### src/rtl/bsg_fpu_special_sched.sv
// Two-operand fp16 add/sub sequencer: one shared classifier, special cases resolved locally.
// Optional build macro: BSG_FPU_SPECIAL_SCHED_DAZ_EN (denormals treated as signed zero).
`timescale 1ns/1ps

module bsg_fpu_special_sched #(
  parameter int tag_width_p = 4
) (
  input  logic                   clk_i,
  input  logic                   reset_i,
  input  logic                   v_i,
  output logic                   ready_o,
  input  logic [15:0]            a_i,
  input  logic [15:0]            b_i,
  input  logic                   sub_i,
  input  logic [tag_width_p-1:0] tag_i,
  output logic                   issue_v_o,
  input  logic                   issue_ready_i,
  output logic [15:0]            issue_a_o,
  output logic [15:0]            issue_b_o,
  output logic [tag_width_p-1:0] issue_tag_o,
  output logic                   v_o,
  input  logic                   yumi_i,
  output logic [15:0]            z_o,
  output logic                   invalid_o,
  output logic [tag_width_p-1:0] tag_o
);

  typedef enum logic [2:0] {
    IDLE,
    CLS_A,
    CLS_B,
    DECIDE,
    ISSUE,
    RESULT
  } stateT;

  typedef struct packed {
    logic zero;
    logic nan;
    logic sigNan;
    logic infty;
    logic denormal;
    logic sign;
  } flagsT;

`ifdef BSG_FPU_SPECIAL_SCHED_DAZ_EN
  localparam logic DazEn = 1'b1;
`else
  localparam logic DazEn = 1'b0;
`endif

  stateT                  state_q;
  logic [15:0]            opA_q;
  logic [15:0]            opB_q;
  logic                   sub_q;
  logic [tag_width_p-1:0] tag_q;
  flagsT                  flagsA_q;
  flagsT                  flagsB_q;
  logic [15:0]            z_q;
  logic                   invalid_q;
  logic                   v_q;
  logic                   issueV_q;
  logic                   ready_q;

  logic [15:0] clsIn;
  logic        clsSignFlip;
  flagsT       clsFlags;

  // Single classifier, steered to B (with effective sign) only while in CLS_B.
  always_comb begin
    clsIn       = (state_q == CLS_B) ? opB_q : opA_q;
    clsSignFlip = (state_q == CLS_B) & sub_q;
    clsFlags.zero     = (clsIn[14:10] == 5'd0)  && (clsIn[9:0] == 10'd0);
    clsFlags.denormal = (clsIn[14:10] == 5'd0)  && (clsIn[9:0] != 10'd0);
    clsFlags.infty    = (clsIn[14:10] == 5'h1F) && (clsIn[9:0] == 10'd0);
    clsFlags.nan      = (clsIn[14:10] == 5'h1F) && (clsIn[9:0] != 10'd0);
    clsFlags.sigNan   = clsFlags.nan && !clsIn[9];
    clsFlags.sign     = clsIn[15] ^ clsSignFlip;
  end

  logic        zeroA;
  logic        zeroB;
  logic [15:0] survA;
  logic [15:0] survB;
  logic        special_d;
  logic [15:0] z_d;
  logic        invalid_d;

  always_comb begin
    zeroA = flagsA_q.zero | (DazEn & flagsA_q.denormal);
    zeroB = flagsB_q.zero | (DazEn & flagsB_q.denormal);
    survA = (DazEn & flagsA_q.denormal) ? {flagsA_q.sign, 15'b0}
                                        : {flagsA_q.sign, opA_q[14:0]};
    survB = (DazEn & flagsB_q.denormal) ? {flagsB_q.sign, 15'b0}
                                        : {flagsB_q.sign, opB_q[14:0]};
    special_d = 1'b1;
    z_d       = 16'h0000;
    invalid_d = 1'b0;
    if (flagsA_q.nan || flagsB_q.nan) begin
      z_d       = 16'h7E00;
      invalid_d = flagsA_q.sigNan | flagsB_q.sigNan;
    end else if (flagsA_q.infty && flagsB_q.infty && (flagsA_q.sign != flagsB_q.sign)) begin
      z_d       = 16'h7E00;
      invalid_d = 1'b1;
    end else if (flagsA_q.infty) begin
      z_d = {flagsA_q.sign, 15'h7C00};
    end else if (flagsB_q.infty) begin
      z_d = {flagsB_q.sign, 15'h7C00};
    end else if (zeroA && zeroB) begin
      z_d = {flagsA_q.sign & flagsB_q.sign, 15'b0};
    end else if (zeroA) begin
      z_d = survB;
    end else if (zeroB) begin
      z_d = survA;
    end else begin
      special_d = 1'b0;
    end
  end

  // Sequencer; latched operands stay frozen until the next accept so outputs hold under back-pressure.
  always_ff @(posedge clk_i) begin
    if (reset_i) begin
      state_q   <= IDLE;
      opA_q     <= '0;
      opB_q     <= '0;
      sub_q     <= 1'b0;
      tag_q     <= '0;
      flagsA_q  <= '0;
      flagsB_q  <= '0;
      z_q       <= '0;
      invalid_q <= 1'b0;
      v_q       <= 1'b0;
      issueV_q  <= 1'b0;
      ready_q   <= 1'b0;
    end else begin
      case (state_q)
        IDLE: begin
          ready_q <= 1'b1;
          if (v_i && ready_q) begin
            opA_q   <= a_i;
            opB_q   <= b_i;
            sub_q   <= sub_i;
            tag_q   <= tag_i;
            ready_q <= 1'b0;
            state_q <= CLS_A;
          end
        end
        CLS_A: begin
          flagsA_q <= clsFlags;
          state_q  <= CLS_B;
        end
        CLS_B: begin
          flagsB_q <= clsFlags;
          state_q  <= DECIDE;
        end
        DECIDE: begin
          if (special_d) begin
            z_q       <= z_d;
            invalid_q <= invalid_d;
            v_q       <= 1'b1;
            state_q   <= RESULT;
          end else begin
            issueV_q <= 1'b1;
            state_q  <= ISSUE;
          end
        end
        ISSUE: begin
          if (issue_ready_i) begin
            issueV_q <= 1'b0;
            ready_q  <= 1'b1;
            state_q  <= IDLE;
          end
        end
        RESULT: begin
          if (yumi_i) begin
            v_q     <= 1'b0;
            ready_q <= 1'b1;
            state_q <= IDLE;
          end
        end
        default: begin
          state_q <= IDLE;
        end
      endcase
    end
  end

  assign ready_o     = ready_q;
  assign issue_v_o   = issueV_q;
  assign issue_a_o   = opA_q;
  assign issue_b_o   = {opB_q[15] ^ sub_q, opB_q[14:0]};
  assign issue_tag_o = tag_q;
  assign v_o         = v_q;
  assign z_o         = z_q;
  assign invalid_o   = invalid_q;
  assign tag_o       = tag_q;

endmodule

### config.mk
export PLATFORM = sky130hd
export DESIGN_NAME = bsg_fpu_special_sched
export DESIGN_NICKNAME = d
export VERILOG_FILES = /design/src/rtl/bsg_fpu_special_sched.sv
export SDC_FILE = /design/constraint.sdc
export NUM_CORES = 1
export LEC_CHECK = 0
export CORE_ASPECT_RATIO = 0.9
export CORE_MARGIN = 4
export CORE_UTILIZATION = 42
export CTS_CLUSTER_SIZE = 28
export DETAILED_ROUTE_END_ITERATION = 10
export PLACE_DENSITY_LB_ADDON = 0.05
export SLEW_MARGIN = 20
export SYNTH_ARGS = -nofsm -noshare
export SYNTH_HDL_FRONTEND = slang
export SYNTH_SLANG_ARGS = --single-unit
### constraint.sdc
create_clock -name clk_i -period 1.53 [get_ports clk_i]
set_input_delay 0.153 -clock clk_i [delete_from_list [all_inputs] [get_ports clk_i]]
set_output_delay 0.153 -clock clk_i [all_outputs]
set_load 0.05 [all_outputs]
==> results of run 1 <==
[flip-flops by register name, summed over array words and instances, names as in the netlist]
name,flops
flagsA_q,4
zeroA,1
zeroB,1
state_q,3
ready_o,1
opB_q,16
sub_q,1
issue_a_o,16
invalid_o,1
flagsB_q,4
issue_tag_o,4
issue_v_o,1
v_o,1
z_o,16
[report_power, final]
group	switching (mW)	internal, mW	total, mW
sequential	0.149	2.00	2.15
combinational	1.36	1.05	2.41
clock	0.718	0.799	1.52
total	2.22	3.85	6.07
[cells in the mapped netlist, types with 2 or more instances]
cell type,count,share of area (%)
nor4_1,5,0.97
buf_2,5,0.78
or3b_1,2,0.55
o41ai_2,2,1.0
nand2b_1,11,2.1
nand3b_1,11,2.6
nor3_1,8,1.2
nor4_4,2,1.3
inv_1,2,0.23
clkbuf_1,13,1.5
or4_1,5,1.2
a21oi_1,54,8.4
nand2_1,88,10
a22oi_1,8,1.9
a22o_1,8,2.2
buf_6,4,1.4
nor2_1,27,3.2
buf_4,20,4.7
o41ai_1,2,0.55
a311oi_1,5,1.4
nand4_1,2,0.39
a21o_1,2,0.47
dfxtp_1,70,44
nand3_1,6,0.94
mux2i_1,2,0.62
[worst max path at each step]
stage / from / endpoint / slack [ns] / cells after the start
after detailed placement: opB_q[0] / flagsB_q[2] / -0.15 / 5
after CTS: opB_q[3] / flagsB_q[2] / -0.06 / 5
after floorplan: flagsA_q[0] / z_o[1] / -0.05 / 5
after global placement: opB_q[0] / flagsB_q[2] / -0.15 / 5
final: flagsA_q[0] / z_o[6] / -0.05 / 6
after global routing: flagsA_q[0] / z_o[2] / -0.13 / 6
[timing repair]
item | 4_1_cts | 5_1_grt
pin swaps | 5 | 16
gates cloned | 0 | 2
setup buffers | 2 | 5
setup endpoints to repair | 13 | 50
resized for setup | 19 | 18
[area by class of cell]
type / count / area [um2]
fill: 620 / 2360
multi-input combinational: 269 / 1660
timing repair buffer: 172 / 1500
sequential: 70 / 1420
clock buffer: 11 / 141
tap: 93 / 116
clock inverter: 5 / 57.6
inverter: 2 / 7.51
[per-stage QoR]
stage                     power (mW)  hold slack, ns
after floorplan                 3.52           0.289
after global placement          4.31           0.444
after detailed placement        4.34           0.451
after CTS                       5.92           0.291
after global routing            6.36           0.316
final                           6.07           0.299
[kinds of logic (layout without fill, tap and decap cells)]
kind of cell / after synthesis / count (layout)
AOI/OAI and AO/OA: 91 / 91
xor gates and xnor gates: 2 / 2
adders and majority gates: 1 / 1
buffers and inverters: 46 / 190
DFF: 70 / 70
muxes: 2 / 2
and+or+nand+nor: 173 / 173
[worst max-delay path: cells and delay by family, from the launching register on]
family	cells	cell delay [ns]
fa+ha+maj	1	0.23
simple gates	2	0.37
flops	1	0.34
compound gates	2	0.38
buf+inv	1	0.20
[metal layers]
metal	vias to the layer above	wire, um	GRT usage (%)
li1	1606	-	-
met1	1526	4590	28.4
met2	91	4590	31.7
met3	5	637	6.36
met4	0	65	4.04
met5	-	0	0
==> metrics, run 1 <==
H-tree depth 3; TritonCTS buffer count 9; GRT Residual Overflow 0; Reg clk slew, reported paths 0.08 ns; CP required 1.81 ns; Design Area, Final 4890 um2; Pleak 1.98 nW; max-slew violations 0; worst r2r dst z_o[6]; status finished with violations; vias in the first global route 3044; # rows 29; Antenna Cells 0; synth warn 0; Synth Area per Inst 8.34 um2; cell with the largest stage delay on the worst path dfxtp_2; Buffers on Ports 101; most frequent cells in the layout 121 x buf_4, 87 x nand2_1, 61 x dfxtp_1; Fin Setup TNS -0.418 ns; drt total wl 9890 um; post-synthesis compound-gate area fraction 18.7%; Final setup viols 11; largest family of logic cells by synthesized area simple AND/OR/NAND/NOR gates; vias per cell 5.19; I/O pin count 102; initial core utilization 44.2%; Via Count 3228; Peak Freq 631 MHz; Critical Setup Path Class reg2reg; R2R setup slack -0.05 ns; die width 100 um; CP Cell Sequence ha_4 -> a311o_1 -> nor4_4 -> buf_6 -> a22oi_2 -> nor2_1; worst stage delay on the critical path 0.34 ns; commonest non-fill, non-tap cell in the layout buf_4; failing checks setup timing; NumNets Final 567; final design utilization 67.4%; Mapped Cells 385; dpl hpwl 6700 um; initial antenna violation count 0; clock sink count 70; Area growth syn-to-layout 52.4%; die area 9110 um2; share of cells above drive strength 1 36.1%; hold_sp reset_i; Pre-Repair DR Iteration Count 4; Starting DRT DRC Count 111; crit path max fanout 8; worst hold path type in2reg; Hold Vio Cnt, Final 0; Primary FF master, synth dfxtp_1; CTS root buf clkbuf_8; Worst R2R Start flagsA_q[0]; Syn Nets 428; MaxCap Viol Count 0; pre-CTS setup slack -0.151 ns; hold path endpoint z_o[7]; Setup Skew 0.0136 ns; Max VDD drop 0.766 mV; clk buf depth 2; DP Area 4430 um2; post-synthesis mux area share 0.624%; Post-Synth Adder-Cell Area 0.390%; Post-CTS Hold Buffers 0; min Tclk post-route 1.58 ns; period utilization 104%; Yosys reg bits 70; Post-synth ARST share 0%; placed cells 597; non-filler instance count after layout 622; Worst EP arrival 1.86 ns; core box area 7260 um2; Die H 90.9 um; P per Cell Area 1240 nW/um2; Reg2Reg Depth 6; number of synthesized flops with an enable pin 0; Crit. End Element register; Clock Latency Late Sink 0.35 ns; Hold Crit Depth 3; Placer Congestion 0.819; XOR/XNOR Fraction of Synth Area 0.546%; CTS tree done; register area share after synthesis 43.6%; Total GRT Usage 20.5%; drt wl/cell 15.9 um; synth unique cells 46; Least-Margin Pin Slew 0.356 ns; Max-slew headroom 76.2%; simple-gate share of the synthesized area 26.8%; RSZ-0062 raised after global routing yes; final worst slack -0.0537 ns; mapped cell area 3210 um2; Worst setup SP type register; Residual DRC 0; first-pass GRT wire length 15100 um; largest net degree at the start of global routing 76; Routed Antenna Nets 0
Power figures use the tool's default switching activity.
==> inputs of run 2 (changes only) <==
--- a/config.mk
+++ b/config.mk
@@ -10,7 +10,8 @@
 export CORE_UTILIZATION = 42
 export CTS_CLUSTER_SIZE = 28
 export DETAILED_ROUTE_END_ITERATION = 10
-export PLACE_DENSITY_LB_ADDON = 0.05
+export PLACE_DENSITY_LB_ADDON = 0.2
+export SETUP_SLACK_MARGIN = 0.4
 export SLEW_MARGIN = 20
 export SYNTH_ARGS = -nofsm -noshare
 export SYNTH_HDL_FRONTEND = slang
==> metrics, run 2 (synthesized netlist as in run 1, its figures left out) <==
status finished with violations; failing checks setup timing; GR met2 Demand/Resource 41.0%; CTS root buf clkbuf_8; Critical Setup Path Class reg2reg; period utilization 113%; R2R setup slack -0.21 ns; Peak Freq 576 MHz; Placer Congestion 0.875; Clock Latency Late Sink 0.36 ns; worst hold slack 0.344 ns; Antenna Cells 0; NetSw 2.79 mW; Logic pwr share 47.2%; vias in the first global route 3577; drt wl/cell 22.9 um; critical path startpoint opB_q[0]; initial antenna violation count 0; Pleak 2.36 nW; Hold Vio Cnt, Final 0; RSZ-0062 raised after global routing yes; vias per cell 6.00; register area 1490 um2; H-tree depth 3; Clk pwr share 21.4%; Power, Total 7.20 mW; area of the multi-input gates 2110 um2; Total GRT Usage 25.9%; Max-slew headroom 45.6%; Buffers on Ports 101; Area growth syn-to-layout 87.8%; met3 usage 7.43%; Setup Skew 0.0161 ns; MaxCap Viol Count 0; Least-Margin Pin Slew 0.817 ns; P per Cell Area 1190 nW/um2; max-slew violations 0; busiest grt layer met2; min Tclk post-route 1.74 ns; CP required 1.81 ns; drt total wl 14600 um; Seq pwr share 31.5%; Reg2Reg Depth 5; Post-CTS Hold Buffers 0; TritonCTS buffer count 9; Reg clk slew, reported paths 0.08 ns; most frequent cells in the layout 63 x buf_4, 57 x nand2_1, 52 x buf_6; Worst R2R Start opB_q[0]; GRT Residual Overflow 0; crit path max fanout 2; crit path to zeroB; initial core utilization 44.2%; # rows 29; Crit. End Element register; Starting DRT DRC Count 381; Max VDD drop 0.740 mV; CTS tree done; dpl hpwl 6930 um; final worst slack -0.205 ns; switch share 38.8%; M1 GR Usage 33.9%; Final setup viols 55; worst hold path type in2reg; Die H 90.9 um; die area 9110 um2; Residual DRC 0; Worst setup SP type register; Filler cells 372; core box area 7260 um2; I/O pin count 102; Worst EP arrival 2.01 ns; Pre-Repair DR Iteration Count 7; first-pass GRT wire length 18700 um; share of cells above drive strength 1 57.9%; clock sink count 70; largest net degree at the start of global routing 32; die width 100 um; Int Power 4.40 mW; Routed Antenna Nets 0; worst r2r dst zeroB; commonest non-fill, non-tap cell in the layout buf_4; NumNets Final 584; Via Count 3833; clk buf depth 2
==> run 2: worst min path at each step <==
stage,from,end,depth (start not counted)
final,a_i[5],issue_a_o[5],3
after global placement,invalid_o,invalid_o,2
after floorplan,a_i[0],issue_a_o[0],2
after global routing,sub_i,sub_q,3
after detailed placement,invalid_o,invalid_o,2
after CTS,a_i[1],issue_a_o[1],3
==> run 2: what timing repair did <==
action / CTS / global route
buffers inserted: 14 / 14
setup endpoints to repair: 95 / 98
pin swaps: 33 / 34
resized for setup: 132 / 127
gates cloned: 6 / 3
==> run 2: stage by stage <==
| stage | setup WS, ns | setup TNS (ns) | instance area (um2) | cells | util [%] |
|---|---|---|---|---|---|
| final | -0.205 | -4.82 | 6030 | 639 | 83.1 |
| after detailed placement | -0.181 | -5.66 | 4450 | 586 | 61.3 |
| after floorplan | -0.0456 | -0.365 | 3320 | 385 | - |
| after global placement | -0.150 | -4.65 | 4450 | 586 | 61.3 |
| after global routing | -0.195 | -5.66 | 6030 | 639 | 83.1 |
| after CTS | -0.0473 | -1.38 | 5400 | 622 | 74.4 |
==> run 2: critical path, cell delays in order (launching register included) <==
cell and delay (ns):
dfxtp_2 0.35, nor4_4 0.32, buf_4 0.18, nand3_2 0.10, or4_1 0.55, a21oi_2 0.15
==> run 2: routing by layer <==
layer / wire length, um / share of wire (%)
met3: 1430 / 9.8
met2: 7090 / 48
met5: 0 / 0
met1: 5650 / 39
met4: 476 / 3.2
==> run 2: area by class of cell <==
class,instances,share of cell area (%)
multi-input combinational,269,34.9
clock buffer,11,2.34
inverter,2,0.124
sequential,70,24.8
tap,93,1.93
timing repair buffer,189,34.9
clock inverter,5,0.975
==> run 2: power groups by stage <==
stage / Combinational, mW / Sequential [mW] / Clock (mW)
after floorplan: 1.19 / 2.43 / 0
after global placement: 2.13 / 2.18 / 0
final: 3.40 / 2.26 / 1.54
after CTS: 2.75 / 2.18 / 1.52
after global routing: 3.49 / 2.28 / 1.60
after detailed placement: 2.15 / 2.19 / 0
==> inputs of run 3 (changes only) <==
--- a/config.mk
+++ b/config.mk
@@ -11,7 +11,7 @@
 export CTS_CLUSTER_SIZE = 28
 export DETAILED_ROUTE_END_ITERATION = 10
 export PLACE_DENSITY_LB_ADDON = 0.2
-export SETUP_SLACK_MARGIN = 0.4
+export SETUP_SLACK_MARGIN = 0.5
 export SLEW_MARGIN = 20
 export SYNTH_ARGS = -nofsm -noshare
 export SYNTH_HDL_FRONTEND = slang
==> metrics, run 3 (synthesized netlist as in run 1, its figures left out) <==
status finished with violations; failing checks setup timing; final worst slack -0.266 ns; Post-CTS Hold Buffers 0; Area growth syn-to-layout 104%; Max-slew headroom 74.1%; switch share 37.3%; Pre-Repair DR Iteration Count 7; I/O pin count 102; period utilization 117%; worst hold slack 0.281 ns; Worst EP arrival 2.06 ns; clk buf depth 2; Total GRT Usage 32.1%; first-pass GRT wire length 22500 um; H-tree depth 3; crit path max fanout 8; hold_sp reset_i; TritonCTS buffer count 9; most frequent cells in the layout 57 x buf_6, 46 x a21oi_1, 45 x buf_8, 45 x buf_4, 42 x nand2_1; CP required 1.80 ns; Worst setup SP type register; Residual DRC 0; MaxCap Viol Count 0; Setup Skew 0.0114 ns; drt wl/cell 27.3 um; vias per cell 6.45; Placer Congestion 0.843; largest net degree at the start of global routing 76; Logic pwr share 48.4%; Critical Setup Path Class reg2reg; Starting DRT DRC Count 459; Clock Latency Late Sink 0.35 ns; RSZ-0062 raised after global routing yes; Buffers on Ports 101; Antenna Cells 0; hold path endpoint flagsA_q[0]; Filler cells 242; share of cells above drive strength 1 61.3%; Clk pwr share 23.7%; CTS tree done; Crit. End Element register; vias in the first global route 4026; NetSw 3.05 mW; Power, Total 8.18 mW; CTS root buf clkbuf_8; drt total wl 18100 um; commonest non-fill, non-tap cell in the layout buf_6; core box area 7260 um2; Reg clk slew, reported paths 0.08 ns; dpl hpwl 6850 um; Least-Margin Pin Slew 0.382 ns; Die H 90.9 um; R2R setup slack -0.27 ns; Hold Vio Cnt, Final 0; # rows 29; die width 100 um; worst hold path type in2reg; Peak Freq 557 MHz; worst r2r dst z_o[8]; Hold Crit Depth 3; Reg2Reg Depth 6; Final setup viols 65; Routed Antenna Nets 0; GRT Residual Overflow 0; P per Cell Area 1250 nW/um2; Pleak 2.62 nW; Worst R2R Start flagsB_q[0]; critical path startpoint flagsB_q[0]; initial core utilization 44.2%; Seq pwr share 27.9%; Max VDD drop 1.00 mV; Int Power 5.13 mW; max-slew violations 0; die area 9110 um2; initial antenna violation count 0; Via Count 4280; min Tclk post-route 1.80 ns; NumNets Final 609; clock sink count 70
-- run 3: cell types whose count changed in the layout (fill, tap and decap cells not counted), sizes merged --
| cell | change |
|---|---|
| clkdlybuf4s50 | -1 |
| buf | +25 |
| dlymetal6s2s | +1 |
| clkinv | -2 |
| bufinv | +2 |
-- run 3: through the flow --
stage	cells	utilization, %	setup slack [ns]	cell area, um2	TNS, ns
6_report	664	90.2	-0.266	6550	-6.66
5_1_grt	664	90.2	-0.291	6550	-8.35
4_1_cts	648	84.6	-0.0855	6140	-2.12
3_5_place_dp	583	60.9	-0.152	4420	-5.82
3_3_place_gp	583	60.9	-0.135	4420	-5.12
2_1_floorplan	385	-	-0.0456	3320	-0.365
-- run 3: layer usage --
layer | up-vias | part of all wire (%) | track usage (%)
li1 | 1695 | - | -
met1 | 2028 | 34 | 40.2
met2 | 423 | 46 | 49.8
met3 | 134 | 12 | 7.97
met4 | 0 | 7.4 | 19.1
met5 | - | 0 | 0
-- run 3: timing repair --
action,CTS,global route
gates resized for setup,257,76
setup endpoints to repair,129,123
pin swaps,59,19
gates cloned,12,2
buffers inserted,37,14
-- run 3: power groups by stage --
| stage | Clock [mW] | Combinational, mW | Sequential, mW |
|---|---|---|---|
| finish | 1.94 | 3.96 | 2.28 |
| detailed placement | 0 | 2.12 | 2.19 |
| CTS | 1.89 | 3.39 | 2.22 |
| global route | 2.00 | 4.05 | 2.29 |
| global placement | 0 | 2.10 | 2.18 |
| floorplan | 0 | 1.19 | 2.43 |
-- run 3: layout make-up --
type / count / area, um2 / share of cell area [%]
inverter: 2 / 7.51 / 0.115
multi-input combinational: 269 / 1930 / 29.5
clock buffer: 11 / 151 / 2.31
clock inverter: 5 / 105 / 1.60
sequential: 70 / 1560 / 23.8
timing repair buffer: 214 / 2680 / 40.9
tap: 93 / 116 / 1.78
-- run 3: how the worst max path moves through the flow --
stage / cells past startpoint / slack, ns / endpoint
after floorplan: 5 / -0.05 / z_o[1]
after global placement: 6 / -0.14 / issue_a_o[9]
after detailed placement: 6 / -0.15 / issue_a_o[7]
after CTS: 6 / -0.09 / z_o[1]
after global routing: 6 / -0.29 / z_o[7]
final: 6 / -0.27 / z_o[8]
-- run 3: worst max-delay path, cell delays in order (launching register included) --
cell     delay [ns]
dfxtp_2        0.35
ha_4           0.23
a311o_1        0.32
nor4_4         0.40
buf_6          0.20
a22oi_2        0.07
nor2_1         0.14
